==> src/rtl/vid_stream_pkg.sv <==
// Shared definitions for the clocked-video stream control-packet parser.
// Packet type codes, parser states and the control-packet nibble count.
package vid_stream_pkg;

    localparam logic [3:0]  PKT_VIDEO    = 4'h0;
    localparam logic [3:0]  PKT_CTRL     = 4'hF;
    localparam int unsigned CTRL_NIBBLES = 9;

    typedef enum logic [1:0] {
        IDLE  = 2'd0,
        CTRL  = 2'd1,
        VIDEO = 2'd2,
        ANC   = 2'd3
    } state_e;

    // Pixel counter increment that sticks at all-ones instead of wrapping
    function automatic logic [31:0] sat_inc(input logic [31:0] v);
        return (v == '1) ? v : v + 32'd1;
    endfunction

endpackage

==> src/rtl/vid_stream_ctrl_decode.sv <==
// Control-packet nibble assembler: gathers width/height/interlace nibbles
// from payload beats and flags a commit when a complete packet ends.
module vid_stream_ctrl_decode
    import vid_stream_pkg::*;
#(
    parameter int unsigned DATA_WIDTH = 20,
    parameter int unsigned BPS        = 10,
    parameter int unsigned CPP        = 2
) (
    input  logic                  rst,
    input  logic                  is_clk,
    input  logic [DATA_WIDTH-1:0] beat,
    input  logic [4:0]            nib_idx,
    input  logic                  strobe,
    input  logic                  eop,
    output logic [15:0]           width,
    output logic [15:0]           height,
    output logic [3:0]            interlace,
    output logic                  commit
);

    logic [15:0] width_q;
    logic [15:0] height_q;
    logic [3:0]  interlace_q;

    // Outputs include the current beat so the eop beat's nibbles reach the commit
    always_comb begin
        width     = width_q;
        height    = height_q;
        interlace = interlace_q;
        if (strobe) begin
            for (int unsigned k = 0; k < CPP; k++) begin
                case (5'(nib_idx + 5'(k)))
                    5'd0:    width[15:12]  = beat[BPS*k +: 4];
                    5'd1:    width[11:8]   = beat[BPS*k +: 4];
                    5'd2:    width[7:4]    = beat[BPS*k +: 4];
                    5'd3:    width[3:0]    = beat[BPS*k +: 4];
                    5'd4:    height[15:12] = beat[BPS*k +: 4];
                    5'd5:    height[11:8]  = beat[BPS*k +: 4];
                    5'd6:    height[7:4]   = beat[BPS*k +: 4];
                    5'd7:    height[3:0]   = beat[BPS*k +: 4];
                    5'd8:    interlace     = beat[BPS*k +: 4];
                    default: ;
                endcase
            end
        end
    end

    assign commit = strobe & eop &
                    ((6'(nib_idx) + 6'(CPP)) >= 6'(CTRL_NIBBLES));

    always_ff @(posedge is_clk or posedge rst) begin
        if (rst) begin
            width_q     <= '0;
            height_q    <= '0;
            interlace_q <= '0;
        end else if (strobe) begin
            width_q     <= width;
            height_q    <= height;
            interlace_q <= interlace;
        end
    end

endmodule

==> src/rtl/vid_stream_ctrl_parser.sv <==
// Avalon-ST video pass-through with control-packet decode and frame size check.
// Build option VID_STREAM_CTRL_PARSER_DROP_ANC_EN removes ancillary packets from dout.
module vid_stream_ctrl_parser
    import vid_stream_pkg::*;
#(
    parameter int unsigned DATA_WIDTH = 20,
    parameter int unsigned BPS        = 10,
    parameter int unsigned CPP        = 2
) (
    input  logic                  rst,
    input  logic                  is_clk,
    input  logic [DATA_WIDTH-1:0] din_data,
    input  logic                  din_valid,
    input  logic                  din_sop,
    input  logic                  din_eop,
    output logic                  din_ready,
    output logic [DATA_WIDTH-1:0] dout_data,
    output logic                  dout_valid,
    output logic                  dout_sop,
    output logic                  dout_eop,
    input  logic                  dout_ready,
    output logic [15:0]           frame_width,
    output logic [15:0]           frame_height,
    output logic [3:0]            frame_interlace,
    output logic                  ctrl_valid,
    output logic                  frame_done,
    output logic [31:0]           pixel_count,
    output logic                  size_error
);

    localparam logic [1:0] ST_IDLE  = 2'(IDLE);
    localparam logic [1:0] ST_CTRL  = 2'(CTRL);
    localparam logic [1:0] ST_VIDEO = 2'(VIDEO);
    localparam logic [1:0] ST_ANC   = 2'(ANC);

    if (DATA_WIDTH != BPS * CPP || CPP < 1 || CPP > 3 || BPS < 4) begin : g_bad_params
        $error("vid_stream_ctrl_parser: illegal DATA_WIDTH/BPS/CPP combination");
    end

    logic [1:0]  state;
    logic [4:0]  nib_idx;
    logic [31:0] pix_cnt;
    logic [31:0] pix_next;
    logic [31:0] frame_area;
    logic        accept;
    logic [3:0]  sop_type;
    logic        ctrl_strobe;
    logic        drop_beat;
    logic [15:0] dec_width;
    logic [15:0] dec_height;
    logic [3:0]  dec_interlace;
    logic        dec_commit;

    assign din_ready   = ~dout_valid | dout_ready;
    assign accept      = din_valid & din_ready;
    assign sop_type    = din_data[3:0];
    assign ctrl_strobe = accept & ~din_sop & (state == ST_CTRL);
    assign pix_next    = sat_inc(pix_cnt);
    assign frame_area  = 32'(frame_width) * 32'(frame_height);

`ifdef VID_STREAM_CTRL_PARSER_DROP_ANC_EN
    assign drop_beat = din_sop ? ((sop_type != PKT_VIDEO) && (sop_type != PKT_CTRL))
                               : (state == ST_ANC);
`else
    assign drop_beat = 1'b0;
`endif

    vid_stream_ctrl_decode #(
        .DATA_WIDTH (DATA_WIDTH),
        .BPS        (BPS),
        .CPP        (CPP)
    ) u_decode (
        .rst       (rst),
        .is_clk    (is_clk),
        .beat      (din_data),
        .nib_idx   (nib_idx),
        .strobe    (ctrl_strobe),
        .eop       (din_eop),
        .width     (dec_width),
        .height    (dec_height),
        .interlace (dec_interlace),
        .commit    (dec_commit)
    );

    // One-beat output register; a dropped beat simply lets dout drain
    always_ff @(posedge is_clk or posedge rst) begin
        if (rst) begin
            dout_data  <= '0;
            dout_valid <= 1'b0;
            dout_sop   <= 1'b0;
            dout_eop   <= 1'b0;
        end else if (accept && !drop_beat) begin
            dout_data  <= din_data;
            dout_valid <= 1'b1;
            dout_sop   <= din_sop;
            dout_eop   <= din_eop;
        end else if (dout_ready) begin
            dout_valid <= 1'b0;
        end
    end

    always_ff @(posedge is_clk or posedge rst) begin
        if (rst) begin
            state           <= ST_IDLE;
            nib_idx         <= '0;
            pix_cnt         <= '0;
            frame_width     <= '0;
            frame_height    <= '0;
            frame_interlace <= '0;
            ctrl_valid      <= 1'b0;
            frame_done      <= 1'b0;
            pixel_count     <= '0;
            size_error      <= 1'b0;
        end else begin
            frame_done <= 1'b0;
            size_error <= 1'b0;

            if (dec_commit) begin
                frame_width     <= dec_width;
                frame_height    <= dec_height;
                frame_interlace <= dec_interlace;
                ctrl_valid      <= 1'b1;
            end

            if (accept) begin
                if (din_sop) begin
                    // A sop always restarts decoding; an unfinished video frame is an error
                    if (state == ST_VIDEO) begin
                        size_error <= 1'b1;
                    end
                    nib_idx <= '0;
                    pix_cnt <= '0;
                    case (sop_type)
                        PKT_VIDEO: begin
                            if (din_eop) begin
                                frame_done  <= 1'b1;
                                pixel_count <= '0;
                                if (ctrl_valid && frame_area != 32'd0) begin
                                    size_error <= 1'b1;
                                end
                                state <= ST_IDLE;
                            end else begin
                                state <= ST_VIDEO;
                            end
                        end
                        PKT_CTRL: state <= din_eop ? ST_IDLE : ST_CTRL;
                        default:  state <= din_eop ? ST_IDLE : ST_ANC;
                    endcase
                end else begin
                    case (state)
                        ST_CTRL: begin
                            if (nib_idx < 5'(CTRL_NIBBLES)) begin
                                nib_idx <= nib_idx + 5'(CPP);
                            end
                            if (din_eop) begin
                                state <= ST_IDLE;
                            end
                        end
                        ST_VIDEO: begin
                            pix_cnt <= pix_next;
                            if (din_eop) begin
                                frame_done  <= 1'b1;
                                pixel_count <= pix_next;
                                if (ctrl_valid && pix_next != frame_area) begin
                                    size_error <= 1'b1;
                                end
                                state <= ST_IDLE;
                            end
                        end
                        ST_ANC: begin
                            if (din_eop) begin
                                state <= ST_IDLE;
                            end
                        end
                        default: ;
                    endcase
                end
            end
        end
    end

endmodule

==> config.mk <==
export PLATFORM = sky130hd
export DESIGN_NAME = vid_stream_ctrl_parser
export DESIGN_NICKNAME = d
export VERILOG_FILES = /design/src/rtl/vid_stream_pkg.sv /design/src/rtl/vid_stream_ctrl_decode.sv /design/src/rtl/vid_stream_ctrl_parser.sv
export SDC_FILE = /design/constraint.sdc
export NUM_CORES = 1
export LEC_CHECK = 0
export BUFFER_PORTS_ARGS = -buffer_cell sky130_fd_sc_hd__buf_4
export CAP_MARGIN = 30
export CELL_PAD_IN_SITES_DETAIL_PLACEMENT = 1
export CELL_PAD_IN_SITES_GLOBAL_PLACEMENT = 1
export CORE_ASPECT_RATIO = 1.4
export CORE_UTILIZATION = 53
export CTS_CLUSTER_DIAMETER = 40
export CTS_CLUSTER_SIZE = 16
export DETAILED_ROUTE_END_ITERATION = 10
export GPL_ROUTABILITY_DRIVEN = 0
export MAX_ROUTING_LAYER = met4
export PLACE_DENSITY = 0.9
export SETUP_SLACK_MARGIN = 0.4
export SLEW_MARGIN = 20
export SYNTH_ARGS = -nofsm -noshare
export SYNTH_HDL_FRONTEND = slang
export SYNTH_SLANG_ARGS = --single-unit
export TNS_END_PERCENT = 1
==> constraint.sdc <==
create_clock -name is_clk -period 14.8 [get_ports is_clk]
set_input_delay 1.48 -clock is_clk [delete_from_list [all_inputs] [get_ports is_clk]]
set_output_delay 1.48 -clock is_clk [all_outputs]
set_load 0.02 [all_outputs]
==> reports/qor.csv <==
stage,metric,value,unit
outcome,status,"finished, final reports clean",
cells_and_area,Area Growth Syn to Fin,10.39,%
yosys,synthesized instance count,1794,
cts,cts bufs inserted,17,
route,total number of vias,14250,
critical_path,crit-path cells,nand2_1 -> fa_1 -> fa_1 -> fa_1 -> fa_1 -> fa_1 -> fa_1 -> inv_1 -> ha_1 -> or2_2 -> a21o_1 -> and2_1 -> or3_1 -> a2111oi_0 -> nand4_1 -> a2111oi_0 -> nand4_1 -> o21ai_0 -> nor2_1,
grt,largest net degree at the start of global routing,93,
yosys,Post-Syn Area,0.01686,mm²
route,routed len/inst,25.61,µm
critical_path,CP arrival,7.97,ns
floorplan,Die Wd,152.7,µm
placed_design,Detailed Place HPWL,43100,µm
timing,fin crit share,51.47,%
hold_path,min-delay src,dout_data[4]$_DFFE_PP0P_,
cells_and_area,Layout fillers,3464,
grt,vias in the first global route,15990,
grt,initial antenna violation count,1,
power_and_ir_drop,Switch Pwr,506.7,µW
route,Post-DRT Antenna Nets,0,
cts,CTS max path bufs,2,
timing,RSZ-0062 raised after global routing,no,
yosys,number of unique standard cell types used by synthesis,75,
floorplan,Initial Utilization,54.38,%
cells_and_area,Final #Nets,2183,
cts,# resized after CTS,0,
critical_path,R2R depth,19,
critical_path,data required time of the worst path,15.15,ns
critical_path,Worst R2R Start,frame_width[8]$_DFFE_PP0P_,
cells_and_area,Finished Core Util,60.03,%
cts,clock root buffer,clkbuf_16,
power_and_ir_drop,total power,1.418,mW
power_and_ir_drop,Internal,911.1,µW
floorplan,Core Region,0.03100,mm²
hold_path,hold crit path type,reg -> reg,
grt,total grt overflow,0,
route,drt total wl,57880,µm
critical_path,crit-path max FO,18,
route,# DRC,0,
timing,Max transition margin,37.90,%
yosys,Seq cells post-synth,168,
critical_path,"slowest stage delay, CP",0.90,ns
floorplan,cell row count,76,
timing,total negative setup slack,0,ns
timing,fmax,131.3,MHz
cells_and_area,layout cells sized above 1,13.80,%
timing,Tmin final,7.617,ns
grt,GRT Total Usage,38.17,%
placed_design,port buffer count,120,
yosys,Post-Syn Nets,2121,
critical_path,R2R Setup Slk,7.18,ns
floorplan,die area,0.03253,mm²
timing,hold_ws,0.4746,ns
timing,Clock Skew,0.01100,ns
floorplan,Top Ports,121,
power_and_ir_drop,switching part of the total,35.74,%
critical_path,crit path max-delay cell type,dfrtp_1,
power_and_ir_drop,combinational power share,23.0,%
placed_design,dpl ws,7.277,ns
floorplan,die height,213.0,µm
cts,post-CTS setup buffers,0,
hold_path,worst hold stages,2,
yosys,proportion of netlist area held by the largest area contributor,24.94,%
cts,post-cts hold buffer count,0,
timing,# setup viols final,0,
timing,"Slew Viols, Final",0,
yosys,register area share after synthesis,24.94,%
yosys,Synth area leader,dfrtp_1,
critical_path,Crit. End Element,flip-flop,
yosys,ys flop type,dfrtp_1,
yosys,Post-synth EDFFs,0,
power_and_ir_drop,P per Cell Area,76.19,mW/mm²
yosys,Area contributors post-synth,"dfrtp_1 (25%), fa_1 (23%), ha_1 (7.9%), nand2_1 (7.2%), mux2_2 (4.8%)",
critical_path,CP startpoint,frame_width[8]$_DFFE_PP0P_,
cts,Worst-path clk slew,0.08,ns
run,Max-cap violations,0,
power_and_ir_drop,worst vdd ir,0.00009720,V
power_and_ir_drop,Sequential Power Share,44.1,%
timing,Slew @ Worst Pin,0.9231,ns
yosys,asr flop ratio synth,100.0,%
grt,first-pass GRT wire length,90600,µm
yosys,Yosys Warn Count,0,
timing,Worst Slack Setup Final,7.183,ns
cts,Clock Sinks,168,
route,Via density,6.304,
yosys,syn_area_per_cell,9.396,µm²
route,DR iter-0 viols,880,
power_and_ir_drop,Clk pwr share,32.9,%
route,drt first pass iters,7,
critical_path,most frequent CP cell,fa_1,
cts,CTS tree,built,
critical_path,Setup crit start kind,flip-flop,
timing,final hold violation count,0,
cts,H-Tree Depth,4,
cts,Clock Latency Late Sink,0.47,ns
critical_path,kind of critical path,reg -> reg,
power_and_ir_drop,leakage,8.409,nW
-- final cells by class --
class / instances / area [µm²] / area share [%]
multi-input combinational: 1347 / 11590 / 62.27
clock inverter: 12 / 135.1 / 0.7262
antenna: 1 / 2.502 / 0.01345
sequential: 168 / 4204 / 22.59
timing repair buffer: 131 / 1012 / 5.440
inverter: 191 / 721.9 / 3.880
clock buffer: 20 / 456.7 / 2.454
tap: 390 / 488.0 / 2.622
-- worst max-delay path, delay by kind of cell, from the launching register on --
| kind | cells | cell delay, ns |
|---|---|---|
| compound gates | 4 | 1.44 |
| fa+ha+maj | 7 | 3.60 |
| buf+inv | 1 | 0.08 |
| flops | 1 | 0.90 |
| simple gates | 7 | 1.48 |
-- worst paths after layout --
| path | to |
|---|---|
| worst min register to register | dout_data[4]$_DFFE_PP0P_ |
| worst max register to register | size_error$_DFF_PP0_ |
| worst min-delay path | dout_data[4]$_DFFE_PP0P_ |
| worst max-delay path | size_error$_DFF_PP0_ |
| min in group asynchronous | pixel_count[9]$_DFFE_PP0P_ |
| max in group asynchronous | frame_interlace[1]$_DFFE_PP0P_ |
-- flip-flops by register name (all words and copies together), names as in the netlist, 2 cells and up --
signal	cells
u_decode.width_q	16
dout_data	20
pix_cnt	32
pixel_count	32
frame_width	16
frame_interlace	4
frame_height	16
state	2
u_decode.height_q	16
u_decode.interlace_q	4
nib_idx	4
-- cell usage in the layout (no fill, tap or decap), types with 7 or more instances in the layout --
master / instances
nand4_1: 19
nor2_1: 60
nor4_1: 8
o31ai_1: 15
inv_1: 190
nor2b_1: 8
and3_1: 13
clkbuf_16: 17
fa_1: 194
nand2b_1: 8
xnor2_1: 37
nor3_1: 28
nand3_1: 36
buf_4: 127
dfrtp_1: 168
ha_1: 107
xor2_1: 26
and2_1: 103
o21a_1: 9
a21oi_1: 41
o22ai_1: 8
or3_1: 10
o211ai_1: 10
o21ai_0: 82
or2_2: 8
nand2_1: 323
mux2i_1: 9
a21o_1: 18
xnor3_1: 7
mux2_2: 72
-- power by group through the flow --
| stage | Clock, mW | Combinational [mW] | Sequential, mW |
|---|---|---|---|
| after floorplan | 0 | 0.192 | 0.611 |
| after global placement | 0 | 0.296 | 0.615 |
| after detailed placement | 0 | 0.315 | 0.626 |
| after CTS | 0.469 | 0.323 | 0.620 |
| after global routing | 0.483 | 0.349 | 0.633 |
| final | 0.467 | 0.326 | 0.625 |
-- cells by family (layout without fill, tap and decap cells) --
| group | Yosys count | count (layout) | share of synthesized area [%] |
|---|---|---|---|
| flops | 168 | 168 | 24.94 |
| xor+xnor | 72 | 72 | 4.491 |
| compound gates | 243 | 243 | 9.330 |
| mux | 81 | 81 | 5.344 |
| fa+ha+maj | 301 | 301 | 30.98 |
| other cells | 0 | 1 | 0 |
| simple gates | 650 | 650 | 18.50 |
| buf+inv | 279 | 354 | 6.413 |
-- metrics by stage --
step | cells | cell area (µm²)
final | 2260 | 18610
after global routing | 2260 | 18610
after CTS | 2256 | 18550
after detailed placement | 2224 | 17960
after global placement | 2224 | 17960
after floorplan | 1794 | 16860
-- layer usage --
layer	track usage (%)	part of all wire, %	up-vias	wire [µm]
met5	-	0	-	0
met4	26.02	7.2	0	4156
met1	40.47	36	7311	20680
met2	66.42	52	624	30210
li1	-	-	6034	-
met3	5.541	4.9	277	2837
-- synthesized netlist by cell type, types with 36 or more instances --
library cell	number
clkbuf_1	72
xnor2_1	37
a21oi_1	41
ha_1	107
dfrtp_1	168
nand3_1	36
fa_1	194
nand2_1	323
nor2_1	60
inv_1	191
o21ai_0	82
mux2_2	72
and2_1	103
Power figures use the tool's default switching activity.
